[src/rtl/sim_finish_ctrl.sv]
// End-of-test sequencer for the Verilator top: decodes test-status writes and the
// legacy GPIO signature, runs a watchdog, drains a fixed window, then pulses finish_o.
module sim_finish_ctrl #(
  parameter logic [31:0] StatusAddr    = 32'h0010_0000,
  parameter int unsigned DrainCycles   = 7,
  parameter logic [31:0] TimeoutCycles = 32'd10_000_000,
  parameter logic [31:0] LegacySig     = 32'hDEAD_BEEF
) (
  input  logic        clk_i,
  input  logic        rst_ni,
  input  logic        wr_valid_i,
  input  logic [31:0] addr_i,
  input  logic [15:0] data_i,
  input  logic [31:0] gpio_i,
  output logic        done_o,
  output logic        passed_o,
  output logic        timeout_o,
  output logic [15:0] status_o,
  output logic        finish_o,
  output logic [1:0]  state_o
);

  // state  | meaning
  // RUN    | test running, watching status writes, GPIO and watchdog
  // DRAIN  | outcome decided, letting trailing DPI traffic flush
  // FIN    | one-cycle finish request
  // HALT   | outcome held until reset
  typedef enum logic [1:0] {
    StRun   = 2'd0,
    StDrain = 2'd1,
    StFin   = 2'd2,
    StHalt  = 2'd3
  } state_e;

  localparam logic [15:0] CodePass    = 16'h900D;
  localparam logic [15:0] CodeFail    = 16'hBAAD;
  localparam logic [7:0]  DrainLast   = 8'(DrainCycles - 1);
  localparam logic [31:0] WdLast      = TimeoutCycles - 32'd1;
  localparam logic        WdEn        = (TimeoutCycles != 32'd0);

  state_e      state_q, state_d;
  logic        done_q, done_d;
  logic        passed_q, passed_d;
  logic        timeout_q, timeout_d;
  logic [15:0] status_q, status_d;
  logic        finish_q, finish_d;
  logic [7:0]  drain_q, drain_d;
  logic [31:0] wd_q, wd_d;

  logic status_wr;
  logic legacy_hit;
  logic wd_hit;
  logic ev;
  logic ev_pass;
  logic ev_timeout;

  assign status_wr  = wr_valid_i && (addr_i == StatusAddr);
  assign legacy_hit = (gpio_i == LegacySig);
  assign wd_hit     = WdEn && (wd_q == WdLast);

  always_ff @(posedge clk_i) begin
    if (!rst_ni) begin
      state_q   <= StRun;
      done_q    <= 1'b0;
      passed_q  <= 1'b0;
      timeout_q <= 1'b0;
      status_q  <= 16'h0000;
      finish_q  <= 1'b0;
      drain_q   <= 8'd0;
      wd_q      <= 32'd0;
    end else begin
      state_q   <= state_d;
      done_q    <= done_d;
      passed_q  <= passed_d;
      timeout_q <= timeout_d;
      status_q  <= status_d;
      finish_q  <= finish_d;
      drain_q   <= drain_d;
      wd_q      <= wd_d;
    end
  end

  always_comb begin
    state_d    = state_q;
    done_d     = done_q;
    passed_d   = passed_q;
    timeout_d  = timeout_q;
    status_d   = status_q;
    finish_d   = 1'b0;
    drain_d    = drain_q;
    wd_d       = wd_q;
    ev         = 1'b0;
    ev_pass    = 1'b0;
    ev_timeout = 1'b0;

    unique case (state_q)
      StRun: begin
        if (status_wr) begin
          status_d = data_i;
          wd_d     = 32'd0;
        end else if (wd_q != 32'hFFFF_FFFF) begin
          wd_d = wd_q + 32'd1;
        end

        // Status write outranks legacy GPIO, which outranks the watchdog.
        if (status_wr && (data_i == CodeFail)) begin
          ev = 1'b1;
        end else if (status_wr && (data_i == CodePass)) begin
          ev      = 1'b1;
          ev_pass = 1'b1;
        end else if (legacy_hit) begin
          ev      = 1'b1;
          ev_pass = 1'b1;
        end else if (!status_wr && wd_hit) begin
          ev         = 1'b1;
          ev_timeout = 1'b1;
        end

        if (ev) begin
          done_d    = 1'b1;
          passed_d  = ev_pass;
          timeout_d = ev_timeout;
          drain_d   = 8'd0;
          state_d   = StDrain;
        end
      end
      StDrain: begin
        drain_d = drain_q + 8'd1;
        if (drain_q == DrainLast) begin
          state_d  = StFin;
          finish_d = 1'b1;
        end
      end
      StFin: begin
        state_d = StHalt;
      end
      StHalt: begin
        state_d = StHalt;
      end
      default: begin
        state_d = StHalt;
      end
    endcase
  end

  assign done_o    = done_q;
  assign passed_o  = passed_q;
  assign timeout_o = timeout_q;
  assign status_o  = status_q;
  assign finish_o  = finish_q;
  assign state_o   = state_q;

endmodule
[config.mk]
export PLATFORM = sky130hd
export DESIGN_NAME = sim_finish_ctrl
export DESIGN_NICKNAME = d
export VERILOG_FILES = /design/src/rtl/sim_finish_ctrl.sv
export SDC_FILE = /design/constraint.sdc
export NUM_CORES = 1
export LEC_CHECK = 0
export BUFFER_PORTS_ARGS = -buffer_cell sky130_fd_sc_hd__buf_2
export CAP_MARGIN = 20
export CELL_PAD_IN_SITES_DETAIL_PLACEMENT = 1
export CELL_PAD_IN_SITES_GLOBAL_PLACEMENT = 1
export CORE_MARGIN = 2
export CORE_UTILIZATION = 33
export CTS_CLUSTER_DIAMETER = 100
export DETAILED_ROUTE_END_ITERATION = 6
export PLACE_DENSITY_LB_ADDON = 0.1
export SLEW_MARGIN = 20
export SYNTH_ARGS = -nofsm -noshare
export SYNTH_HDL_FRONTEND = slang
export SYNTH_SLANG_ARGS = --single-unit
[constraint.sdc]
create_clock -name clk_i -period 2 [get_ports clk_i]
set_clock_uncertainty 0.05 [all_clocks]
set_input_delay 0.2 -clock clk_i [delete_from_list [all_inputs] [get_ports clk_i]]
set_output_delay 0.2 -clock clk_i [all_outputs]
set_load 0.03 [all_outputs]
== Word-level counts from Yosys, hierarchy flattened ==
Cells that the tools add are included.

* Register bits after elaboration: 62
* Output and inout bits: 22

* $add $sub $neg: 2
* Eq/ne operators: 12
* Multiplexer cells: 19
* Reduce and logical (&&, ||, !) cells: 15

{| class="wikitable"
|+ Operators by type and width
! cell !! number
|-
| two-way mux 32 bit || 2
|-
| adder 32 x 1 -> 32 bit, second input constant || 1
|-
| == test 16 bit, second input constant || 2
|-
| == test 32 x 21 -> 1 bit, second input constant || 1
|-
| == test 32 x 24 -> 1 bit, second input constant || 1
|-
| == test 32 bit, second input constant || 1
|-
| inequality test 32 bit, second input constant || 1
|-
| case mux 8 bit (2 select lines) || 1
|-
| two-way mux 1 bit || 12
|-
| AND reduction 2 bit || 6
|-
| adder 8 x 1 -> 8 bit, second input constant || 1
|-
| == test 8 x 3 -> 1 bit, second input constant || 1
|-
| two-way mux 8 bit || 1
|-
| case mux 2 bit (3 select lines) || 1
|-
| == test 2 bit, second input constant || 2
|-
| logical AND 1 bit || 4
|-
| two-way mux 2 bit || 2
|-
| inequality test 2 bit, second input constant || 2
|-
| nonzero test 2 bit || 2
|-
| == test 2 x 1 -> 1 bit, second input constant || 1
|-
| zero test 2 bit || 1
|-
| OR reduction 2 bit || 1
|-
| zero test 1 bit || 1
|}

== Longest topological paths before layout ==
Gate-level depths: netlist of the first run.

* Depth after elaboration: 11
* Gate-level depth with buffers: 10
* Mapped depth without buffers: 7

== Worst setup path after synthesis of the first run ==
Ideal clock, no wire load.

* Path kind: reg2reg
* From: reg wd_q[17]
* To: reg drain_q[2]
* Arrival time: 1870 ps
* Data required time: 1833 ps
* Setup slack: -37 ps
* Cell stages (with the launch flop): 7
* Cell sequence: dfxtp_1 > or4b_2 > nor4_1 > and3_1 > a221oi_4 > and3_4 > a22o_1

* Word-level cells in the longest chain between the ends: 9

{| class="wikitable"
|+ Ends and longest elaborated chain
! what !! line !! text
|-
| start, declared || 48 || <nowiki>logic [31:0] wd_q, wd_d;</nowiki>
|-
| start signal, assigned || 79 || <nowiki>wd_q <= wd_d;</nowiki>
|-
| == test 32 x 24 -> 1 bit || 59 || <nowiki>assign wd_hit = WdEn && (wd_q == WdLast);</nowiki>
|-
| logical AND 1 bit || 114 || <nowiki>end else if (!status_wr && wd_hit) begin</nowiki>
|-
| two-way mux 1 bit || 114 ||
|-
| two-way mux 1 bit || 111 || <nowiki>end else if (legacy_hit) begin</nowiki>
|-
| two-way mux 1 bit || 108 || <nowiki>end else if (status_wr && (data_i == CodePass)) begin</nowiki>
|-
| two-way mux 1 bit || 106 || <nowiki>if (status_wr && (data_i == CodeFail)) begin</nowiki>
|-
| two-way mux 1 bit || 96 || <nowiki>unique case (state_q)</nowiki>
|-
| inequality test 2 bit (no line) || -- ||
|-
| AND reduction 2 bit (no line) || -- ||
|-
| end signal, assigned || 78 || <nowiki>drain_q <= drain_d;</nowiki>
|-
| end, declared || 47 || <nowiki>logic [7:0] drain_q, drain_d;</nowiki>
|}

No other way between the ends. The select of a mux whose other input is x is not followed.
A chain may end at the register's enable or synchronous reset.

== Worst setup path after layout of the first run ==
* From: reg wd_q[16]
* To: reg drain_q[2]

Same word-level chain as after synthesis.

==> results.md, run 1 <==
* CP Capture Type: register
* Mapped Area at 0.00332 mm^2
* Synth cell types at 53
* Sequential area share after synthesis at 0.374
* CTS tree: done
* Synth Register Bits at 62
* Critical path peak fanout at 5
* CP arrival at 2.18 ns
* FMAX at 500 MHz
* CP Cell Sequence: or4_4 -> nor4_4 -> and3_4 -> a221oi_4 -> and3_4 -> a22o_1
* Multi-input logic area at 0.00208 mm^2
* Tcrit/Tclk final at 1.00
* Reg area at 0.00125 mm^2
* Cells after Synth at 411
* Clock root cell: clkbuf_8
* Final core occ at 0.476
* Detailed Routing Iterations Pass 1 at 4
* Ys flop type: dfxtp_1
* RSZ-0062 raised after global routing: true
* # IOs at 105
* Initial antenna violation count at 0
* R2R depth at 6
* Share of layout cells above drive strength 1 at 0.365
* Syn Area/Cell at 8.07 um^2
* Final setup margin at -0.00166 ns
* Port-buffer cells at 104
* Startpoint type of the worst setup path: register
* Met3 wire len at 545 um
* Total GRT Usage at 0.197
* Rows at 36
* ANT nets after route at 0
* Worst hold path type: in2reg
* Die W at 104 um
* M1 WL at 4500 um
* Sink Count at 62
* Met2 wire length at 5590 um
* Final Hold Viols at 0
* Max-Cap Viols at 0
* Die area at 0.0109 mm^2
* Top sig layer: met4
* Pins Over Slew Limit at 0
* Cts bufs inserted at 9
* Ys async rst share at 0
* First-pass GRT wire length at 17900 um
* Ranking of synthesized cells by area: dfxtp_1 37%, nand2_1 5.8%, a21oi_1 4.5%
* Largest net degree at the start of global routing at 20
* Most area-hungry cell type in the Yosys netlist: dfxtp_1
* Peak supply drop at 273 uV
* Worst Tran Pin Value at 0.394 ns
* WS Path Type: reg2reg
* Ant. Diodes at 0
* Hold buffers post-CTS at 0
* Routed wire length per instance at 15.4 um
* # DRC at 0
* Starting DRC count in detailed routing at 66
* Worst-path clk slew at 0.07 ns
* Clock Latency Late Sink at 0.35 ns
* Period minus WS final at 2.00 ns
* Crit. path cell count at 6
* Final Cell Area at 0.00465 mm^2
* Slew headroom at 0.735
* H-Tree Depth at 3
* Via density at 5.37
* Failing checks: setup timing
* Initial core utilization at 0.339
* Crit-path slowest cell: or4_4
* RD Place Congestion at 0.842
* Req. time, crit path at 2.18 ns
* WP buf/inv at 0
* Nets at 647
* Cell family with most CP delay: simple AND/OR/NAND/NOR gates
* # fillers at 1244
* Post-synthesis net count at 497
* Post-DP HPWL at 8270 um
* Status: finished, violations left
* Endpoints failing setup at 1
* Via count at 3745
* Cell with the most instances after synthesis: dfxtp_1
* Total of warnings raised by yosys at 0
* Longest Clk Path Bufs at 2
* Top cells by count, synth: 62 x dfxtp_1, 51 x nand2_1, 30 x a21oi_1, 24 x nor2_1, 24 x o21ai_0
* Dpl cell area at 0.00436 mm^2
* Hold Path Stages at 3
* Lkg Pwr at 0.00186 uW
* Layout area overhead at 40.1%
* PwrDens at 514 mW/mm^2
* Crit-path most repeated cell: and3_4
* Worst path max stage delay at 0.55 ns
* CORE AREA at 0.00977 mm^2
* Vert. Die Dim at 104 um
* Post-synth EDFFs at 0
* Yosys top cell area share at 0.374
* Final wirelength at 10800 um
* Gr ovfl total at 0
* Vias in the first global route at 3940
[placed cells by master (no fill, tap or decap), types with 9 or more instances in the layout]
cell,n
a21boi_0,17
a21oi_1,25
and3_1,12
buf_2,104
buf_4,49
clkbuf_8,9
dfxtp_1,58
nand2_1,51
nand3_1,21
nand4_1,20
nor2_1,23
nor4_1,11
o21ai_0,23
or3_1,19
[registers in the layout, indices dropped and copies added (netlist names)]
name       count
passed_o       1
finish_o       1
done_o         1
wd_q          32
status_o      16
timeout_o      1
state_o        2
drain_q        8
[path summary, 6_finish.rpt]
| path | slack, ns | end | startpoint |
|---|---|---|---|
| hold reg to reg | 0.41 | status_o[15]$_SDFFE_PN0P_ | status_o[15]$_SDFFE_PN0P_ |
| setup / recovery | -0.002 | drain_q[2]$_SDFFE_PN0P_ | wd_q[16]$_SDFFE_PN0P_ |
| setup reg to reg | -0.002 | drain_q[2]$_SDFFE_PN0P_ | wd_q[16]$_SDFFE_PN0P_ |
| hold / removal | 0.07 | status_o[10]$_SDFFE_PN0P_ | data_i[10] |
[where the power goes]
| part | internal, uW | switching, uW | total (uW) |
|---|---|---|---|
| clock | 434 | 512 | 946 |
| sequential | 1240 | 8.67 | 1250 |
| combinational | 103 | 87.3 | 191 |
[cell families (layout without fill, tap and decap cells)]
logic type      count (synthesis)  in the layout  share of synthesized area
simple gates                  219            219                      0.376
compound gates                 94             94                      0.178
flops                          62             62                      0.374
mux                             3              3                    0.00905
fa+ha+maj                       3              3                     0.0113
xor+xnor                        7              7                     0.0185
buf+inv                        23            177                     0.0321
[repair_timing]
item,in CTS,in global routing
gates resized for setup,12,16
pin swaps,8,7
endpoints found under the setup margin,31,33
buffers inserted,2,1
gates cloned,0,0
[layout make-up]
type	count	share of cell area
Timing Repair Buffer	158	0.213
Inverter	4	0.00323
Clock inverter	5	0.00592
Sequential cell	62	0.268
Clock buffer	10	0.0275
Multi-Input combinational cell	326	0.447
Tap cell	133	0.0358
[through the flow]
stage / total power, uW / hold WS, ns / instances / TNS, ns / setup WS, ns
4_1_cts: 2420 / 0.0538 / 697 / -0.0127 / -0.00675
5_1_grt: 2490 / 0.0679 / 698 / -0.998 / -0.0952
3_3_place_gp: 1460 / 0.395 / 680 / -6.71 / -0.231
6_report: 2390 / 0.0686 / 698 / -0.00166 / -0.00166
2_1_floorplan: 1340 / 0.297 / 411 / 0 / 0.00262
3_5_place_dp: 1470 / 0.402 / 680 / -9.26 / -0.266
[worst reg2reg max path, cell delays in order (launching register included)]
cell and delay [ns]:
dfxtp_2 0.33, or4_4 0.55, nor4_4 0.26, and3_4 0.24, a221oi_4 0.10, and3_4 0.17
a22o_1 0.19
[per-layer routing]
| layer | vias to the layer above | global-route usage |
|---|---|---|
| met3 | 14 | 0.0514 |
| li1 | 1840 | - |
| met4 | 0 | 0.0560 |
| met1 | 1799 | 0.221 |
| met5 | - | 0 |
| met2 | 92 | 0.367 |
(Power assumes the default switching activity.)
==> inputs of run 2 (changes only) <==
--- a/config.mk
+++ b/config.mk
@@ -7,10 +7,8 @@
 export LEC_CHECK = 0
 export BUFFER_PORTS_ARGS = -buffer_cell sky130_fd_sc_hd__buf_2
 export CAP_MARGIN = 20
-export CELL_PAD_IN_SITES_DETAIL_PLACEMENT = 1
-export CELL_PAD_IN_SITES_GLOBAL_PLACEMENT = 1
 export CORE_MARGIN = 2
-export CORE_UTILIZATION = 33
+export CORE_UTILIZATION = 35
 export CTS_CLUSTER_DIAMETER = 100
 export DETAILED_ROUTE_END_ITERATION = 6
 export PLACE_DENSITY_LB_ADDON = 0.1
==> results.md, run 2 (same netlist as run 1, synthesis figures left out) <==
* PwrDens at 566 mW/mm^2 (+10%)
* Post-DP HPWL at 7290 um (-12%)
* First-pass GRT wire length at 15900 um (-11%)
* Worst path max stage delay at 0.54 ns (about the same)
* Via density at 5.34 (-0.51%)
* Cell family with most CP delay: simple AND/OR/NAND/NOR gates
* CTS tree: done
* Setup Total Neg Slack at -0.0182 ns (-0.0166 ns)
* # fillers at 911 (-27%)
* Total GRT Usage at 0.192 (-0.00582)
* Most common cell after layout, fill and taps aside: buf_2
* Routed wire length per instance at 14.2 um (-8.2%)
* Ant. Diodes at 0 (unchanged)
* Critical path peak fanout at 5 (unchanged)
* Non-filler cells, final at 675 (-3.3%)
* R2R depth at 6 (unchanged)
* Design Power at 2680 uW (+12%)
* Period minus WS final at 2.01 ns (+0.0112 ns)
* Tcrit/Tclk final at 1.01 (+0.00561)
* Lkg Pwr at 0.00193 uW (+3.3%)
* Reg area at 0.00124 mm^2 (-0.10%)
* Crit-path most repeated cell: and3_4
* CP Capture Type: register
* Die area at 0.0103 mm^2 (-5.5%)
* Failing checks: setup timing
* Initial core utilization at 0.361 (+0.0213)
* Slew headroom at 0.727 (-0.00743)
* Final setup margin at -0.0129 ns (-0.0112 ns)
* Placed Cells incl. Taps at 654 (-3.8%)
* Worst Tran Pin Value at 0.409 ns (+0.0148 ns)
* Vert. Die Dim at 101 um (-2.8%)
* CORE AREA at 0.00920 mm^2 (-5.9%)
* Final wirelength at 9570 um (-11%)
* CP Launch Point: wd_q[17]$_SDFFE_PN0P_
* Clock Latency Late Sink at 0.35 ns (about the same)
* RSZ-0062 raised after global routing: true
* Sink Count at 62 (unchanged)
* WP buf/inv at 0 (unchanged)
* Worst-path clk slew at 0.08 ns (about the same)
* RR Startpoint: wd_q[17]$_SDFFE_PN0P_
* Final Hold Viols at 0 (unchanged)
* Gr ovfl total at 0 (unchanged)
* Longest Clk Path Bufs at 2 (unchanged)
* Layout area overhead at 42.4%
* Commonest cells after routing, fill and taps aside: 104 x buf_2, 59 x dfxtp_1, 51 x nand2_1, 45 x buf_4, 25 x a21oi_1
* Vias in the first global route at 3505 (-11%)
* Pins Over Slew Limit at 0 (unchanged)
* Share of layout cells above drive strength 1 at 0.367 (+0.00242)
* CP Cell Sequence: or4b_4 -> nor4_4 -> and3_4 -> a221oi_4 -> and3_4 -> a22o_1
* Via count at 3603 (-3.8%)
* RD Place Congestion at 0.863 (+2.5%)
* Largest net degree at the start of global routing at 19 (-5.0%)
* Clock root cell: clkbuf_8
* Max reg flops at 32 (unchanged)
* Req. time, crit path at 2.18 ns (about the same)
* Nets at 645 (-0.31%)
* Hold_sp: data_i[0]
* Crit. path cell count at 6 (unchanged)
* FMAX at 497 MHz (-0.56%)
* # DRC at 0 (unchanged)
* H-Tree Depth at 3 (unchanged)
* Max-Cap Viols at 0 (unchanged)
* Detailed Routing Iterations Pass 1 at 4 (unchanged)
* Endpoints failing setup at 2 (+1)
* WS Path Type: reg2reg
* Startpoint type of the worst setup path: register
* Starting DRC count in detailed routing at 119 (+80%)
* Peak supply drop at 378 uV (+39%)
* Status: finished, violations left
* ANT nets after route at 0 (unchanged)
* Initial antenna violation count at 0 (unchanged)
* Cts bufs inserted at 9 (unchanged)
* Die W at 101 um (-2.8%)
* Largest reg by FF count: wd_q
* Crit-path slowest cell: or4b_4
* Multi-input logic area at 0.00211 mm^2 (+1.4%)
* Worst hold path type: in2reg
* Port-buffer cells at 104 (unchanged)
* CP arrival at 2.19 ns (about the same)
* Hold Path Stages at 3 (unchanged)
* # IOs at 105 (unchanged)
* Rows at 35 (-2.8%)
run 2: changes by cell type in the layout (fill, tap and decap cells not counted), sizes merged:
cell | previous run | this run
buf | 158 | 155
clkinvlp | 1 | 0
clkbuf | 10 | 13
clkinv | 4 | 2
bufinv | 0 | 2
run 2: timing repair:
item | 4_1_cts | 5_1_grt
pin swaps | 7 | 13
buffers inserted | 1 | 3
gates cloned | 0 | 1
gates resized for setup | 11 | 20
endpoints found under the setup margin | 22 | 27
hold buffers | 0 | 0
run 2: metal layers:
| layer | part of all wire | vias up | global-route usage |
|---|---|---|---|
| met4 | 0.015 | 0 | 0.0634 |
| met3 | 0.049 | 13 | 0.0428 |
| met5 | 0 | - | 0 |
| met2 | 0.49 | 77 | 0.339 |
| li1 | - | 1837 | - |
| met1 | 0.45 | 1676 | 0.229 |
run 2: metrics by stage:
stage	worst slack (ns)	hold WS, ns	cell area [um^2]	util
2_1_floorplan	0.00262	0.297	3320	-
3_3_place_gp	-0.215	0.395	4320	0.470
3_5_place_dp	-0.210	0.402	4320	0.470
4_1_cts	-0.0197	0.0540	4590	0.499
5_1_grt	-0.0851	0.0714	4720	0.514
6_report	-0.0129	0.0647	4720	0.514
run 2: path summary, 6_finish.rpt:
path                                   end  slack (ns)
setup reg to reg   drain_q[7]$_SDFFE_PN0P_       -0.01
setup / recovery   drain_q[7]$_SDFFE_PN0P_       -0.01
hold reg to reg   status_o[9]$_SDFFE_PN0P_        0.41
hold / removal    status_o[0]$_SDFFE_PN0P_        0.06
run 2: cell type report:
class                      count  area share
multi-input combinational    326       0.446
sequential                    62       0.264
timing repair buffer         156       0.212
clock buffer                  12      0.0307
tap                          111      0.0294
clock inverter                 4      0.0148
inverter                       4     0.00318
run 2: where the power goes:
part           switching, uW  internal (uW)  total, uW
clock network            499            733       1230
logic                   87.2            105        192
registers               8.12           1240       1250
total                    595           2080       2680
run 2: worst reg2reg max path, cell delays in order (launching register included):
cell      delay, ns
dfxtp_2        0.32
or4b_4         0.54
nor4_4         0.27
and3_4         0.25
a221oi_4       0.10
and3_4         0.18
a22o_1         0.19
==> inputs of run 3 (changes only) <==
--- a/config.mk
+++ b/config.mk
@@ -5,9 +5,9 @@
 export SDC_FILE = /design/constraint.sdc
 export NUM_CORES = 1
 export LEC_CHECK = 0
+export ABC_AREA = 1
 export BUFFER_PORTS_ARGS = -buffer_cell sky130_fd_sc_hd__buf_2
 export CAP_MARGIN = 20
-export CORE_MARGIN = 2
 export CORE_UTILIZATION = 35
 export CTS_CLUSTER_DIAMETER = 100
 export DETAILED_ROUTE_END_ITERATION = 6
==> results.md, run 3 <==
* Via count at 4145 (+15%)
* Worst hold path type: in2reg
* Comb pwr share at 0.144 (+0.072)
* Endpoints failing setup at 0 (-2)
* Final Hold Viols at 0 (unchanged)
* Worst path max stage delay at 0.35 ns (-0.19 ns)
* Total of warnings raised by yosys at 0 (unchanged)
* Cell family with most CP delay: simple AND/OR/NAND/NOR gates
* PwrDens at 535 mW/mm^2 (-5.5%)
* # fillers at 1136 (+25%)
* Cell with the most instances after synthesis: nand2_1
* Largest net degree at the start of global routing at 39 (+20)
* Sequential area share after synthesis at 0.325 (-0.0493)
* ANT nets after route at 0 (unchanged)
* Detailed Routing Iterations Pass 1 at 5 (+1)
* H-Tree Depth at 3 (unchanged)
* CP arrival at 2.09 ns (-0.10 ns)
* Final core occ at 0.463 (-0.0505)
* CP Cell Sequence: ha_1 -> nand2_2 -> nor2_1 -> buf_4 -> inv_1 -> nor2_1 -> nand2_1 -> xor2_1 -> nand3_1 -> a21oi_2
* Sink Count at 62 (unchanged)
* Rows at 37 (+5.7%)
* Critical path peak fanout at 3 (-2)
* Cells after Synth at 601 (+46%)
* Ant. Diodes at 0 (unchanged)
* Largest reg by FF count: wd_q
* CP Launch Point: wd_q[1]$_SDFFE_PN0P_
* First-pass GRT wire length at 19000 um (+20%)
* Reg power frac at 0.488 (+0.021)
* WP buf/inv at 2 (+2)
* Layout area overhead at 26.9%
* Top cells by count, synth: 148 x nand2_1, 131 x nor2_1, 62 x dfxtp_1, 41 x inv_1, 36 x nand3_1
* FMAX at 538 MHz (+8.2%)
* Most common cell after layout, fill and taps aside: nand2_1
* Met1 GRT Util at 0.268 (+0.0382)
* R2R depth at 10 (+4)
* Post-synthesis net count at 687 (+38%)
* Status: finished clean
* Final wirelength at 11000 um (+15%)
* Hold_sp: data_i[1]
* Non-filler cells, final at 872 (+29%)
* Post-DP HPWL at 8270 um (+13%)
* RD Place Congestion at 0.912 (+5.7%)
* Syn Area/Cell at 6.36 um^2 (-21%)
* Placed Cells incl. Taps at 854 (+31%)
* Cts bufs inserted at 9 (unchanged)
* Worst Tran Pin Value at 0.496 ns (+0.0870 ns)
* Nets at 817 (+27%)
* Req. time, crit path at 2.23 ns (+0.05 ns)
* RSZ-0062 raised after global routing: false
* Slew headroom at 0.669 (-0.0588)
* Clock Power Share at 0.368 (-0.093)
* GRT busiest layer: met2
* Post-CTS Setup Inserts at 0 (-1)
* Hold Path Stages at 3 (unchanged)
* Crit-path slowest cell: dfxtp_1
* Starting DRC count in detailed routing at 198 (+66%)
* P_int at 1840 uW (-12%)
* CP Capture Type: register
* Crit-path most repeated cell: nor2_1
* Mapped Area at 0.00382 mm^2 (+15%)
* Pins Over Slew Limit at 0 (unchanged)
* Total GRT Usage at 0.210 (+0.0189)
* Port-buffer cells at 104 (unchanged)
* # DRC at 0 (unchanged)
* Ys async rst share at 0 (unchanged)
* Via density at 4.75 (-11%)
* Setup Total Neg Slack at 0 ns (+0.0182 ns)
* Hold buffers post-CTS at 0 (unchanged)
* Period minus WS final at 1.86 ns (-0.153 ns)
* RR Startpoint: wd_q[1]$_SDFFE_PN0P_
* P_sw at 757 uW (+27%)
* WS Path Type: reg2reg
* CTS tree: done
* Most area-hungry cell type in the Yosys netlist: dfxtp_1
* Final hold slack at 0.0625 ns (-0.00226 ns)
* CORE AREA at 0.0105 mm^2 (+14%)
* Ys flop type: dfxtp_1
* Vert. Die Dim at 106 um (+5.1%)
* Post-synth EDFFs at 0 (unchanged)
* Worst-path clk slew at 0.07 ns (about the same)
* Startpoint type of the worst setup path: register
* Ranking of synthesized cells by area: dfxtp_1 32%, nand2_1 15%, nor2_1 13%
* Longest Clk Path Bufs at 2 (unchanged)
* Share of layout cells above drive strength 1 at 0.245 (-0.122)
* Die area at 0.0113 mm^2 (+10%)
* Synth Register Bits at 62 (unchanged)
* Synth cell types at 37 (-30%)
* Commonest cells after routing, fill and taps aside: 148 x nand2_1, 130 x nor2_1, 104 x buf_2, 60 x dfxtp_1, 41 x inv_1
* Sw frac at 0.292 (+0.0696)
* Routed wire length per instance at 12.6 um (-11%)
* Gr ovfl total at 0 (unchanged)
* Crit. path cell count at 10 (+4)
* Peak supply drop at 365 uV (-3.6%)
* Tcrit/Tclk final at 0.930 (-0.0765)
* Die W at 106 um (+5.1%)
* Vias in the first global route at 4113 (+17%)
* Met3 usage at 0.0478 (+0.00504)
* # IOs at 105 (unchanged)
* Initial antenna violation count at 0 (unchanged)
* Yosys top cell area share at 0.325 (-0.0493)
* Max-Cap Viols at 0 (unchanged)
* Lkg Pwr at 0.00193 uW (about the same)
* Max reg flops at 32 (unchanged)
* Clock root cell: clkbuf_8
* Clock Latency Late Sink at 0.35 ns (about the same)
* Met2 usage at 0.354 (+0.0151)
* Initial core utilization at 0.365 (+0.00442)
[run 3: area by class of cell]
cell class                 count  area (um^2)  share of cell area
inverter                      45          181              0.0374
timing repair inverter         1         8.76             0.00181
tap                          136          170              0.0351
sequential                    62         1240               0.257
multi-input combinational    479         2340               0.482
clock buffer                  10          128              0.0263
clock inverter                 6         38.8             0.00800
timing repair buffer         133          738               0.152
[run 3: logic make-up after synthesis]
| kind of cell | after synthesis | synth area share |
|---|---|---|
| xor+xnor | 24 | 0.0550 |
| fa+ha+maj | 3 | 0.00983 |
| simple gates | 383 | 0.442 |
| compound gates | 68 | 0.101 |
| flops | 62 | 0.325 |
| buf+inv | 61 | 0.0678 |
[run 3: tightest hold or removal path: stages]
cell	delay, ns
buf_2	0.08
o21ai_0	0.07
nor2_1	0.07
[run 3: power groups by stage]
stage	registers (uW)	logic [uW]	clock network, uW
CTS	1270	358	1000
global route	1270	422	1060
finish	1270	374	954
global placement	1290	338	0
detailed placement	1300	345	0
floorplan	1300	195	0
[run 3: final timing paths]
path                               to  slack [ns]
max             wd_q[30]$_SDFFE_PN0P_        0.14
min          status_o[1]$_SDFFE_PN0P_        0.06
max reg2reg     wd_q[30]$_SDFFE_PN0P_        0.14
min reg2reg       done_o$_SDFFE_PN0P_        0.41
[run 3: repair_timing]
action / CTS / global route
gates cloned: 1 / 1
pin swaps: 1 / 2
setup endpoints to repair: 27 / 35
gates resized for setup: 0 / 6
[run 3: per-layer routing]
metal  wire (um)  vias up
met5           0        -
met4         164        0
met3         386       17
met2        5150       67
met1        5270     1855
li1            -     2206
[run 3: stage by stage]
step | total power (uW) | instance area (um^2) | worst slack [ns]
floorplan | 1500 | 3820 | 0.243
global placement | 1630 | 4640 | -0.109
global route | 2750 | 4850 | 0.0183
finish | 2590 | 4850 | 0.140
CTS | 2620 | 4820 | 0.0305
detailed placement | 1640 | 4640 | -0.163
